===== src/rtl/mult_unit_if.sv =====
// ============================================================================
// Module  : mult_unit_if
// Purpose : Start/operand/result bundle between the control unit and mult_unit.
// Rev     : 1.0  initial release
// ============================================================================
`default_nettype none

interface mult_unit_if #(
    parameter int WIDTH = 32
);
    logic             mult_init;
    logic [WIDTH-1:0] a_in;
    logic [WIDTH-1:0] b_in;
    logic [WIDTH-1:0] hi_out;
    logic [WIDTH-1:0] lo_out;
    logic             mult_stop;
    logic             busy;

    modport master (
        output mult_init, a_in, b_in,
        input  hi_out, lo_out, mult_stop, busy
    );

    modport slave (
        input  mult_init, a_in, b_in,
        output hi_out, lo_out, mult_stop, busy
    );
endinterface

`default_nettype wire


===== src/rtl/mult_unit.sv =====
// ============================================================================
// Module  : mult_unit
// Purpose : Sequential signed radix-2 Booth multiplier producing {hi,lo}.
//           Optional MULT_ZERO_BYPASS_EN: zero operand finishes in one cycle.
// Rev     : 1.0  initial release
// ============================================================================
`default_nettype none

module mult_unit #(
    parameter int WIDTH = 32
) (
    input  wire logic     clk,
    input  wire logic     reset_in,
    mult_unit_if.slave    bus
);

    localparam int CNT_W = $clog2(WIDTH) + 1;

    typedef enum logic [1:0] {
        S_IDLE = 2'd0,
        S_RUN  = 2'd1,
        S_DONE = 2'd2
    } state_t;

    state_t             state_q, state_d;
    logic [WIDTH-1:0]   m_q, m_d;
    logic [WIDTH:0]     acc_q, acc_d;
    logic [WIDTH-1:0]   q_q, q_d;
    logic               qm1_q, qm1_d;
    logic [CNT_W-1:0]   cnt_q, cnt_d;
    logic [WIDTH-1:0]   hi_q, hi_d;
    logic [WIDTH-1:0]   lo_q, lo_d;

    logic [WIDTH:0]     m_ext;
    logic [WIDTH:0]     acc_sum;
    logic [WIDTH:0]     acc_shift;
    logic [WIDTH-1:0]   q_shift;

    // Acc is one bit wider than M so that subtracting -2^(WIDTH-1) cannot overflow.
    always_comb begin
        m_ext = {m_q[WIDTH-1], m_q};
        case ({q_q[0], qm1_q})
            2'b01:   acc_sum = acc_q + m_ext;
            2'b10:   acc_sum = acc_q - m_ext;
            default: acc_sum = acc_q;
        endcase
        acc_shift = {acc_sum[WIDTH], acc_sum[WIDTH:1]};
        q_shift   = {acc_sum[0], q_q[WIDTH-1:1]};
    end

    always_comb begin
        state_d = state_q;
        m_d     = m_q;
        acc_d   = acc_q;
        q_d     = q_q;
        qm1_d   = qm1_q;
        cnt_d   = cnt_q;
        hi_d    = hi_q;
        lo_d    = lo_q;

        case (state_q)
            S_IDLE: begin
                if (bus.mult_init) begin
`ifdef MULT_ZERO_BYPASS_EN
                    if ((bus.a_in == '0) || (bus.b_in == '0)) begin
                        hi_d    = '0;
                        lo_d    = '0;
                        state_d = S_DONE;
                    end else begin
                        m_d     = bus.a_in;
                        acc_d   = '0;
                        q_d     = bus.b_in;
                        qm1_d   = 1'b0;
                        cnt_d   = CNT_W'(WIDTH);
                        state_d = S_RUN;
                    end
`else
                    m_d     = bus.a_in;
                    acc_d   = '0;
                    q_d     = bus.b_in;
                    qm1_d   = 1'b0;
                    cnt_d   = CNT_W'(WIDTH);
                    state_d = S_RUN;
`endif
                end
            end
            S_RUN: begin
                acc_d = acc_shift;
                q_d   = q_shift;
                qm1_d = q_q[0];
                cnt_d = cnt_q - CNT_W'(1);
                if (cnt_q == CNT_W'(1)) begin
                    hi_d    = acc_shift[WIDTH-1:0];
                    lo_d    = q_shift;
                    state_d = S_DONE;
                end
            end
            S_DONE: begin
                state_d = S_IDLE;
            end
            default: begin
                state_d = S_IDLE;
            end
        endcase
    end

    always_ff @(posedge clk or negedge reset_in) begin
        if (!reset_in) begin
            state_q <= S_IDLE;
            m_q     <= '0;
            acc_q   <= '0;
            q_q     <= '0;
            qm1_q   <= 1'b0;
            cnt_q   <= '0;
            hi_q    <= '0;
            lo_q    <= '0;
        end else begin
            state_q <= state_d;
            m_q     <= m_d;
            acc_q   <= acc_d;
            q_q     <= q_d;
            qm1_q   <= qm1_d;
            cnt_q   <= cnt_d;
            hi_q    <= hi_d;
            lo_q    <= lo_d;
        end
    end

    assign bus.hi_out    = hi_q;
    assign bus.lo_out    = lo_q;
    assign bus.mult_stop = (state_q == S_DONE);
    assign bus.busy      = (state_q != S_IDLE);

endmodule

`default_nettype wire


===== src/flat_wrapper.sv =====
// flat-port wrapper written by rule: the top's interface ports become plain ports
module mult_unit_flat 
#(
    parameter int WIDTH = 32
)
  (clk, reset_in, bus_mult_init, bus_a_in, bus_b_in, bus_hi_out, bus_lo_out, bus_mult_stop, bus_busy);
  mult_unit_if #(.WIDTH(WIDTH)) bus_i ();
  input  wire logic clk;
  input  wire logic reset_in;
  input wire logic [$bits(bus_i.mult_init)-1:0] bus_mult_init;
  input wire logic [$bits(bus_i.a_in)-1:0] bus_a_in;
  input wire logic [$bits(bus_i.b_in)-1:0] bus_b_in;
  output wire logic [$bits(bus_i.hi_out)-1:0] bus_hi_out;
  output wire logic [$bits(bus_i.lo_out)-1:0] bus_lo_out;
  output wire logic [$bits(bus_i.mult_stop)-1:0] bus_mult_stop;
  output wire logic [$bits(bus_i.busy)-1:0] bus_busy;
  assign bus_i.mult_init = bus_mult_init;
  assign bus_i.a_in = bus_a_in;
  assign bus_i.b_in = bus_b_in;
  assign bus_hi_out = bus_i.hi_out;
  assign bus_lo_out = bus_i.lo_out;
  assign bus_mult_stop = bus_i.mult_stop;
  assign bus_busy = bus_i.busy;
  mult_unit #(.WIDTH(WIDTH)) u_core (.clk(clk), .reset_in(reset_in), .bus(bus_i));
endmodule

===== config.mk =====
export PLATFORM = sky130hd
export DESIGN_NAME = mult_unit_flat
export DESIGN_NICKNAME = d
export VERILOG_FILES = /design/src/rtl/mult_unit_if.sv /design/src/rtl/mult_unit.sv /design/src/flat_wrapper.sv
export SDC_FILE = /design/constraint.sdc
export NUM_CORES = 1
export LEC_CHECK = 0
export ABC_AREA = 1
export ABC_CLOCK_PERIOD_IN_PS = 6400
export CAP_MARGIN = 25
export CORE_MARGIN = 4
export CORE_UTILIZATION = 45
export DETAILED_ROUTE_END_ITERATION = 7
export DONT_BUFFER_PORTS = 1
export PLACE_DENSITY = 0.7
export SETUP_SLACK_MARGIN = 0.3
export SYNTH_ARGS = -nofsm -noshare
export SYNTH_HDL_FRONTEND = slang
export SYNTH_SLANG_ARGS = --single-unit

===== constraint.sdc =====
create_clock -name clk -period 6.4 [get_ports clk]
set_clock_uncertainty 0.1 [all_clocks]
set_input_delay 1.28 -clock clk [delete_from_list [all_inputs] [get_ports clk]]
set_output_delay 1.28 -clock clk [all_outputs]
set_load 0.02 [all_outputs]

## After elaboration in Yosys (flattened, before gate mapping)

Cells that the tools add are included.

- Input bits: 67
- Word-level logic and storage cells: 37
- Register bits after elaboration: 170
- Output and inout bits: 66

- Add/subtract/negate cells: 3
- Reductions and logical operators: 7
- Eq/ne operators: 7
- Mux-type cells: 12

Operators by type and width:

| cell | count |
|---|---|
| $pmux 33 s2 | 2 |
| $pmux 32 s2 | 1 |
| $add 33x33->33 | 1 |
| $mux 33 | 1 |
| $sub 33x33->33 | 1 |
| $mux 32 | 1 |
| $pmux 6 s2 | 1 |
| $reduce_and 2->1 | 4 |
| $eq 6x1->1 const B | 1 |
| $mux 6 | 1 |
| $sub 6x1->6 const B | 1 |
| $eq 2x1->1 const B | 2 |
| $eq 2x2->1 const B | 2 |
| $mux 2 | 2 |
| $pmux 2 s2 | 1 |
| $reduce_bool 2->1 | 2 |
| $logic_not 2->1 | 1 |
| $ne 2x1->1 const B | 1 |
| $ne 2x2->1 const B | 1 |
| $pmux 1 s2 | 1 |
| $mux 1 | 1 |

## Longest topological paths before layout

Gate-level depths: netlist of run 1.

- Depth in word-level cells: 3
- Depth in mapped cells: 26
- Depth with buffers taken out: 26

## Worst setup path before layout of run 1

Ideal clock, no wire load.

- Path type: register to register
- Start point: reg u_core.q_q[0]
- End point: reg u_core.acc_q[27]
- Path buffers: 2
- Setup time: 0.127 ns
- Slack: 3.480 ns
- Arrival: 2.693 ns
- Required time: 6.173 ns
- Clock period less this slack: 2.920 ns
- Cell stages (with the launch flop): 19
- Path through: dfrtp_1 ha_1 buf_2 inv_1 clkbuf_1 o31ai_1 xor2_1 inv_1 ha_1 a21oi_1 nand2_1 a21oi_1 nor2_1 nor2_1 nand2_1 nand2_1 nand3_1 nand3_1 o21ai_1

- Word-level cells in the longest chain between the ends: 3
- Elaborated cells between the ends (all ways): 4
- Classes of those cells: 2 x eq/ne; 2 x mux

RTL lines:

| what | RTL line | source |
|---|---|---|
| start: declaration | mult_unit.sv:28 | `logic [WIDTH-1:0] q_q, q_d;` |
| start signal: assignment | mult_unit.sv:121 | `q_q <= q_d;` |
| $eq 2x2->1 or $eq 2x1->1 (tied branches) | mult_unit.sv:42 | `case ({q_q[0], qm1_q})` |
| $pmux 33 s2 (*) | mult_unit.sv:42 |  |
| $pmux 33 s2 (*) | mult_unit.sv:61 | `case (state_q)` |
| end signal: assignment | mult_unit.sv:111 | `acc_q <= '0;` |
| end signal: assignment | mult_unit.sv:120 | `acc_q <= acc_d;` |
| end: declaration | mult_unit.sv:27 | `logic [WIDTH:0] acc_q, acc_d;` |

Every way passes the cells marked *; elsewhere a longest branch is shown, timed or not.
A chain may end at the register's enable or synchronous reset.

## Final worst setup path of run 1

- Start point: reg u_core.qm1_q
- End point: reg u_core.acc_q[27]

- Word-level cells in the longest chain between the ends: 3
- Elaborated cells between the ends (all ways): 4
- Classes of those cells: 2 x eq/ne; 2 x mux

RTL lines:

| what | RTL line | source |
|---|---|---|
| start: declaration | mult_unit.sv:29 | `logic qm1_q, qm1_d;` |
| start signal: assignment | mult_unit.sv:122 | `qm1_q <= qm1_d;` |
| $eq 2x2->1 or $eq 2x1->1 (tied branches) | mult_unit.sv:42 |  |
| $pmux 33 s2 (*) | mult_unit.sv:42 |  |
| $pmux 33 s2 (*) | mult_unit.sv:61 |  |

Marks and branches as above.

==> results of run 1 <==
-- routing by layer --
metal / vias to the layer above / global-route usage (%) / share of wire [%]
met5: - / 0 / 0
met4: 0 / 5.42 / 1.7
met3: 25 / 3.64 / 5.0
met2: 210 / 31.3 / 44
met1: 3781 / 31.5 / 50
li1: 4158 / - / -
-- through the flow --
stage               instance area, sq um  worst slack (ns)  std cells
finish                             10600              2.46       1562
global placement                    9930              2.49       1529
floorplan                           9730              3.48       1294
CTS                                10600              2.48       1561
global route                       10600              2.03       1562
detailed placement                  9930              2.49       1529
-- path summary, 6_finish.rpt --
| path | end |
|---|---|
| setup / recovery | u_core.acc_q[27] |
| max in group asynchronous | u_core.bus.hi_out[24] |
| min in group asynchronous | u_core.bus.lo_out[24] |
| setup reg to reg | u_core.acc_q[27] |
| hold / removal | u_core.cnt_q[5] |
| hold reg to reg | u_core.cnt_q[5] |
-- logic make-up (layout without fill, tap and decap cells) --
family | Yosys count | count (layout) | synth area share, %
buffers and inverters | 194 | 187 | 7.73
xor gates and xnor gates | 36 | 36 | 3.24
muxes | 1 | 1 | 0.103
adders and majority gates | 37 | 37 | 4.83
and+or+nand+nor | 609 | 609 | 25.9
DFF | 169 | 169 | 43.5
AOI/OAI and AO/OA | 248 | 248 | 14.7
-- power groups by stage --
stage / sequential, mW / clock, mW / combinational, mW
5_1_grt: 1.07 / 1.17 / 0.00000222
3_5_place_dp: 1.09 / 0 / 0.00000220
4_1_cts: 1.07 / 1.12 / 0.00000220
3_3_place_gp: 1.09 / 0 / 0.00000220
6_report: 1.07 / 1.10 / 0.00000222
2_1_floorplan: 1.09 / 0 / 0.00000227
-- flip-flops by register name, summed over array words and instances, names as in the netlist --
register and cells:
u_core.acc_q 32, u_core.bus.hi_out 32, u_core.bus.lo_out 32, u_core.cnt_q 6, u_core.m_q 32, u_core.q_q 32
u_core.qm1_q 1, u_core.state_q 2
-- layout make-up --
type / count / area [sq um] / share of cell area (%)
Sequential cell: 169 / 4230 / 39.9
Multi-Input combinational cell: 931 / 4750 / 44.9
Tap cell: 275 / 344 / 3.25
Clock buffer: 17 / 425 / 4.02
Timing Repair Buffer: 8 / 80.1 / 0.756
Inverter: 147 / 552 / 5.21
Clock inverter: 15 / 205 / 1.94
-- worst max-delay path: cells and delay by family (launching register included) --
family | cells | cell delay, ns
buffers and inverters | 4 | 0.65
AOI/OAI and AO/OA | 3 | 0.52
xor gates and xnor gates | 1 | 0.18
DFF | 1 | 0.36
and+or+nand+nor | 10 | 1.10
adders and majority gates | 2 | 0.91
-- synth_stat cells (11+ instances only) --
cell	n
inv_1	137
o21ai_0	108
dfrtp_1	169
a21oi_1	38
a22oi_1	31
xnor2_1	15
nor2_1	89
ha_1	36
or2_2	11
nand3_1	82
o21ai_1	34
buf_2	16
clkbuf_1	29
nand2_1	394
xor2_1	21
==> flow_summary.yaml, run 1 <==
power:
  sequentialPowerShare_pct: 49.2
  p_sw_uw: 498
  finalPower_mw: 2.17
  p_int_mw: 1.67
  p_leak_nw: 5.36
  p_clk_share_pct: 50.8
  p_comb_share_pct: 0
  swShare_pct: 23.0
  p_per_area_mw_per_mm2: 205
  ir_drop_mv: 0.187
critical_path:
  crit_chain: "inv_1, ha_1, inv_1, nand2_1, o21ai_0, xor2_1, inv_1, ha_1, nand2_1, nor2_1, nand3_1, nand2_2, inv_2, o21bai_4, nand2_1, nand2_1, nand2_1, nand3_1, nand3_1, o21ai_1"
  crit_top_cell: "nand2_1"
  r2r_slack_ns: 2.46
  slowest_delay_ns: 0.56
  crit_type: "reg -> reg"
  start_kind: "register"
  critPathLaunch: "u_core.qm1_q"
  endpoint_kind: "register"
  required_ns: 6.62
  slowest_stage: "ha_1"
  r2r_cells: 20
  arrival_ns: 4.16
  critPathMaxFanout: 18
  worstReg2RegStart: "u_core.qm1_q"
min_path:
  min_path_cells: 1
  worstHoldPathType: "reg -> reg"
  holdCritStartpoint: "u_core.cnt_q[5]"
synthesis:
  syn_nets: 1398
  synth.cell_area_sq_mm: 0.00973
  yosysSeqAreaShare_pct: 43.5
  synth_edf_count: 0
  synth_top_area_cell: "dfrtp_1"
  yosysTopAreaCellShare_pct: 43.5
  ys_async_sr_fraction_pct: 100
  syn_avg_cell_area_sq_um: 7.52
  synth_warnings: 0
  synth_flop_cell: "dfrtp_1"
  synthCells: 1294
  synth.area.top_cells: "dfrtp_1, nand2_1, o21ai_0"
  ys_ff_latch: 169
  yosysUniqueCellTypes: 44
cts:
  cts_max_level: 4
  cts_sinks: 169
  postCtsHoldBufs: 0
  post-cts-setup-buffers: 0
  cts_root_buf: "clkbuf_16"
  clk_latency_ns: 0.43
  cts_resized: 0
  cts_tree: "yes"
  clockBufferDepth: 2
  cts_made_buffers: 17
  clk_pin_slew_ns: 0.07
floorplan:
  die_area_sq_mm: 0.0240
  rows: 53
  core_sq_mm: 0.0212
  top_level_ports: 133
  die_y_um: 155
  die_w_um: 155
  start_util_pct: 46.0
timing:
  drv_slew: 0
  worst_hold_slack_ns: 0.375
  tightest_slew_ns: 0.787
  post-route-min-period_ns: 3.94
  fmaxAchievable_ghz: 0.254
  finalSetupTns_ns: 0
  hold_viol_final: 0
  rsz0062_at_grt: "false"
  setup_viol: 0
  relSlewSlack_pct: 47.6
  finalCritPeriodShare_pct: 61.6
grt:
  gr-total-overflow: 0
  antenna_found_initial: 0
  grt_use_total_pct: 20.9
  grt_max_degree: 170
  grt_pass1_wl_um: 40600
  grt_pass1_vias: 7780
run:
  max_cap_viol_count: 0
layout:
  utilization_pct: 50.0
  fillers: 2081
  syn_to_final_growth_pct: 8.78
  final_common_cell: "nand2_1"
  diodes: 0
  layout_common_cells: "nand2_1, dfrtp_1, inv_1"
  drive_gt1_share_pct: 6.84
  fin_nets: 1378
placement:
  place_congestion: 0.922
  dp_hpwl_um: 18300
  port_buffers: 0
drt:
  route.detailed.drc: 0
  antenna_left: 0
  first_pass_iters: 6
  vias: 8174
  routed_wl_um: 25000
  wire_per_inst_um: 16.0
  vias_per_cell: 5.23
  dr.first_iter.drc_count: 569
run_status:
  outcome: "complete, no violations"
Power figures use the tool's default switching activity.
==> inputs of run 2 (changes only) <==
ABC_CLOCK_PERIOD_IN_PS = 3880   (was 6400)
clock period = 3.88 ns   (was 6.4 ns; I/O delays follow)
==> run 2 against run 1 <==
Net effect:
- the flow now finishes with violations (negative hold slack)
- power increased by 60%
- clock-buffer cell count unchanged
- sequential share of layout area decreased by 0.39 points
- critical path depth decreased by 2
==> flow_summary.yaml, run 2 (synthesized netlist as in run 1, its figures left out) <==
critical_path:
  critPathLaunch: "u_core.m_q[2]"
  r2r_slack_ns: 0.55
  slowest_delay_ns: 0.39
  endpoint_kind: "register"
  start_kind: "register"
  critPathMaxFanout: 4
  crit_type: "reg -> reg"
  arrival_ns: 3.55
  crit_chain: "inv_2, nand3_2, nor3_4, nand2_2, o31ai_1, xor2_1, inv_1, ha_1, a21oi_1, nand2_1, a21oi_1, nor2_1, nor2_1, nand2_1, nand2_1, nand3_1, nand3_1, o21ai_1"
  worstSetupEndpoint: "u_core.acc_q[27]"
  worstReg2RegStart: "u_core.m_q[2]"
  critical_path_depth: 18
  slowest_stage: "dfrtp_1"
  r2r_end: "u_core.acc_q[27]"
  crit_top_cell: "nand2_1"
  cpLargestDelayFamily: "simple AND/OR/NAND/NOR gates"
  r2r_cells: 18
  worst-path-buf-inv: 2
  required_ns: 4.09
run_status:
  outcome: "finished with violations"
  violations: "negative hold slack"
cts:
  cts_sinks: 169
  cts_tree: "yes"
  clk_latency_ns: 0.44
  cts_made_buffers: 17
  clockBufferDepth: 2
  cts_root_buf: "clkbuf_16"
  clk_pin_slew_ns: 0.08
  cts_max_level: 4
grt:
  grt_use_total_pct: 21.6
  grt_max_degree: 170
  gr-total-overflow: 0
  grt_pass1_wl_um: 41800
  grt_pass1_vias: 7813
  antenna_found_initial: 0
timing:
  finalCritPeriodShare_pct: 85.9
  relSlewSlack_pct: 47.7
  finalSetupTns_ns: 0
  drv_slew: 0
  setup_viol: 0
  fmaxAchievable_ghz: 0.300
  worst_hold_slack_ns: -0.0761
  post-route-min-period_ns: 3.33
  rsz0062_at_grt: "true"
  hold_viol_final: 169
  tightest_slew_ns: 0.785
drt:
  antenna_left: 0
  wire_per_inst_um: 16.4
  dr.first_iter.drc_count: 647
  vias_per_cell: 5.25
  routed_wl_um: 25800
  route.detailed.drc: 0
  first_pass_iters: 5
  vias: 8252
run:
  max_cap_viol_count: 0
floorplan:
  die_area_sq_mm: 0.0240
  core_sq_mm: 0.0212
  top_level_ports: 133
  die_w_um: 155
  start_util_pct: 46.0
  rows: 53
  die_y_um: 155
layout:
  fin_nets: 1387
  diodes: 0
  syn_to_final_growth_pct: 9.86
  final_cell_area_sq_mm: 0.0107
  layout_common_cells: "nand2_1, dfrtp_1, inv_1"
  drive_gt1_share_pct: 8.87
  final_common_cell: "nand2_1"
power:
  p_leak_nw: 5.39
  ir_drop_mv: 0.274
  p_per_area_mw_per_mm2: 325
min_path:
  worstHoldPathType: "in -> async"
placement:
  place_area_sq_mm: 0.00997
  place_congestion: 0.922
  port_buffers: 0
  dp_hpwl_um: 18800
[run 2: cell count changes in the layout (fill, tap and decap cells not counted), sizes merged]
cell,change
clkinv,+4
buf,+9
inv,-1
clkinvlp,-1
bufinv,-2
[run 2: how the worst min path moves through the flow]
stage                     from                    end  depth (start not counted)
6_report              reset_in  u_core.bus.lo_out[23]                          0
5_1_grt               reset_in  u_core.bus.lo_out[24]                          0
4_1_cts               reset_in  u_core.bus.lo_out[23]                          0
3_5_place_dp   u_core.cnt_q[5]        u_core.cnt_q[5]                          1
3_3_place_gp   u_core.cnt_q[5]        u_core.cnt_q[5]                          1
2_1_floorplan  u_core.cnt_q[5]        u_core.cnt_q[5]                          1
[run 2: where the power goes]
| part | switching (mW) | leakage [nW] | internal (mW) | total (mW) |
|---|---|---|---|---|
| Clock | 0.845 | 0.293 | 0.868 | 1.71 |
| Sequential | 0 | 1.93 | 1.76 | 1.76 |
| Combinational | 0 | 3.17 | -0.00000150 | 0.00000167 |
| Total | 0.845 | 5.39 | 2.63 | 3.47 |
[run 2: area by class of cell]
| cell class | instances | area [sq um] |
|---|---|---|
| fillers | 2019 | 10500 |
| multi-input cells | 931 | 4820 |
| flip-flops and latches | 169 | 4230 |
| inverters | 147 | 556 |
| clock buffers | 17 | 425 |
| well taps | 275 | 344 |
| clock inverters | 15 | 174 |
| repair buffers | 17 | 140 |
[run 2: repair_timing]
action | 4_1_cts | 5_1_grt
endpoints found under the setup margin | 0 | 32
resized for setup | 0 | 23
hold endpoints to repair | 169 | 169
buffers inserted | 0 | 6
[run 2: stage by stage]
stage               util [%]  hold slack (ns)  worst slack (ns)  power (mW)  std cells
global route            50.5           -0.104             0.257        3.60       1571
finish                  50.5          -0.0761             0.549        3.47       1571
CTS                     50.0          -0.0916             0.485        3.51       1565
global placement        47.1            0.357             0.545        1.79       1533
floorplan                  -            0.340             0.960        1.80       1294
detailed placement      47.1            0.366             0.496        1.79       1533
[run 2: per-layer routing]
layer | routed length, um | global-route usage [%] | part of all wire, % | up-vias
li1 | - | - | - | 4163
met1 | 12800 | 32.7 | 49 | 3830
met2 | 11400 | 32.3 | 44 | 233
met3 | 1400 | 3.98 | 5.4 | 26
met4 | 330 | 5.05 | 1.3 | 0
met5 | 0 | 0 | 0 | -
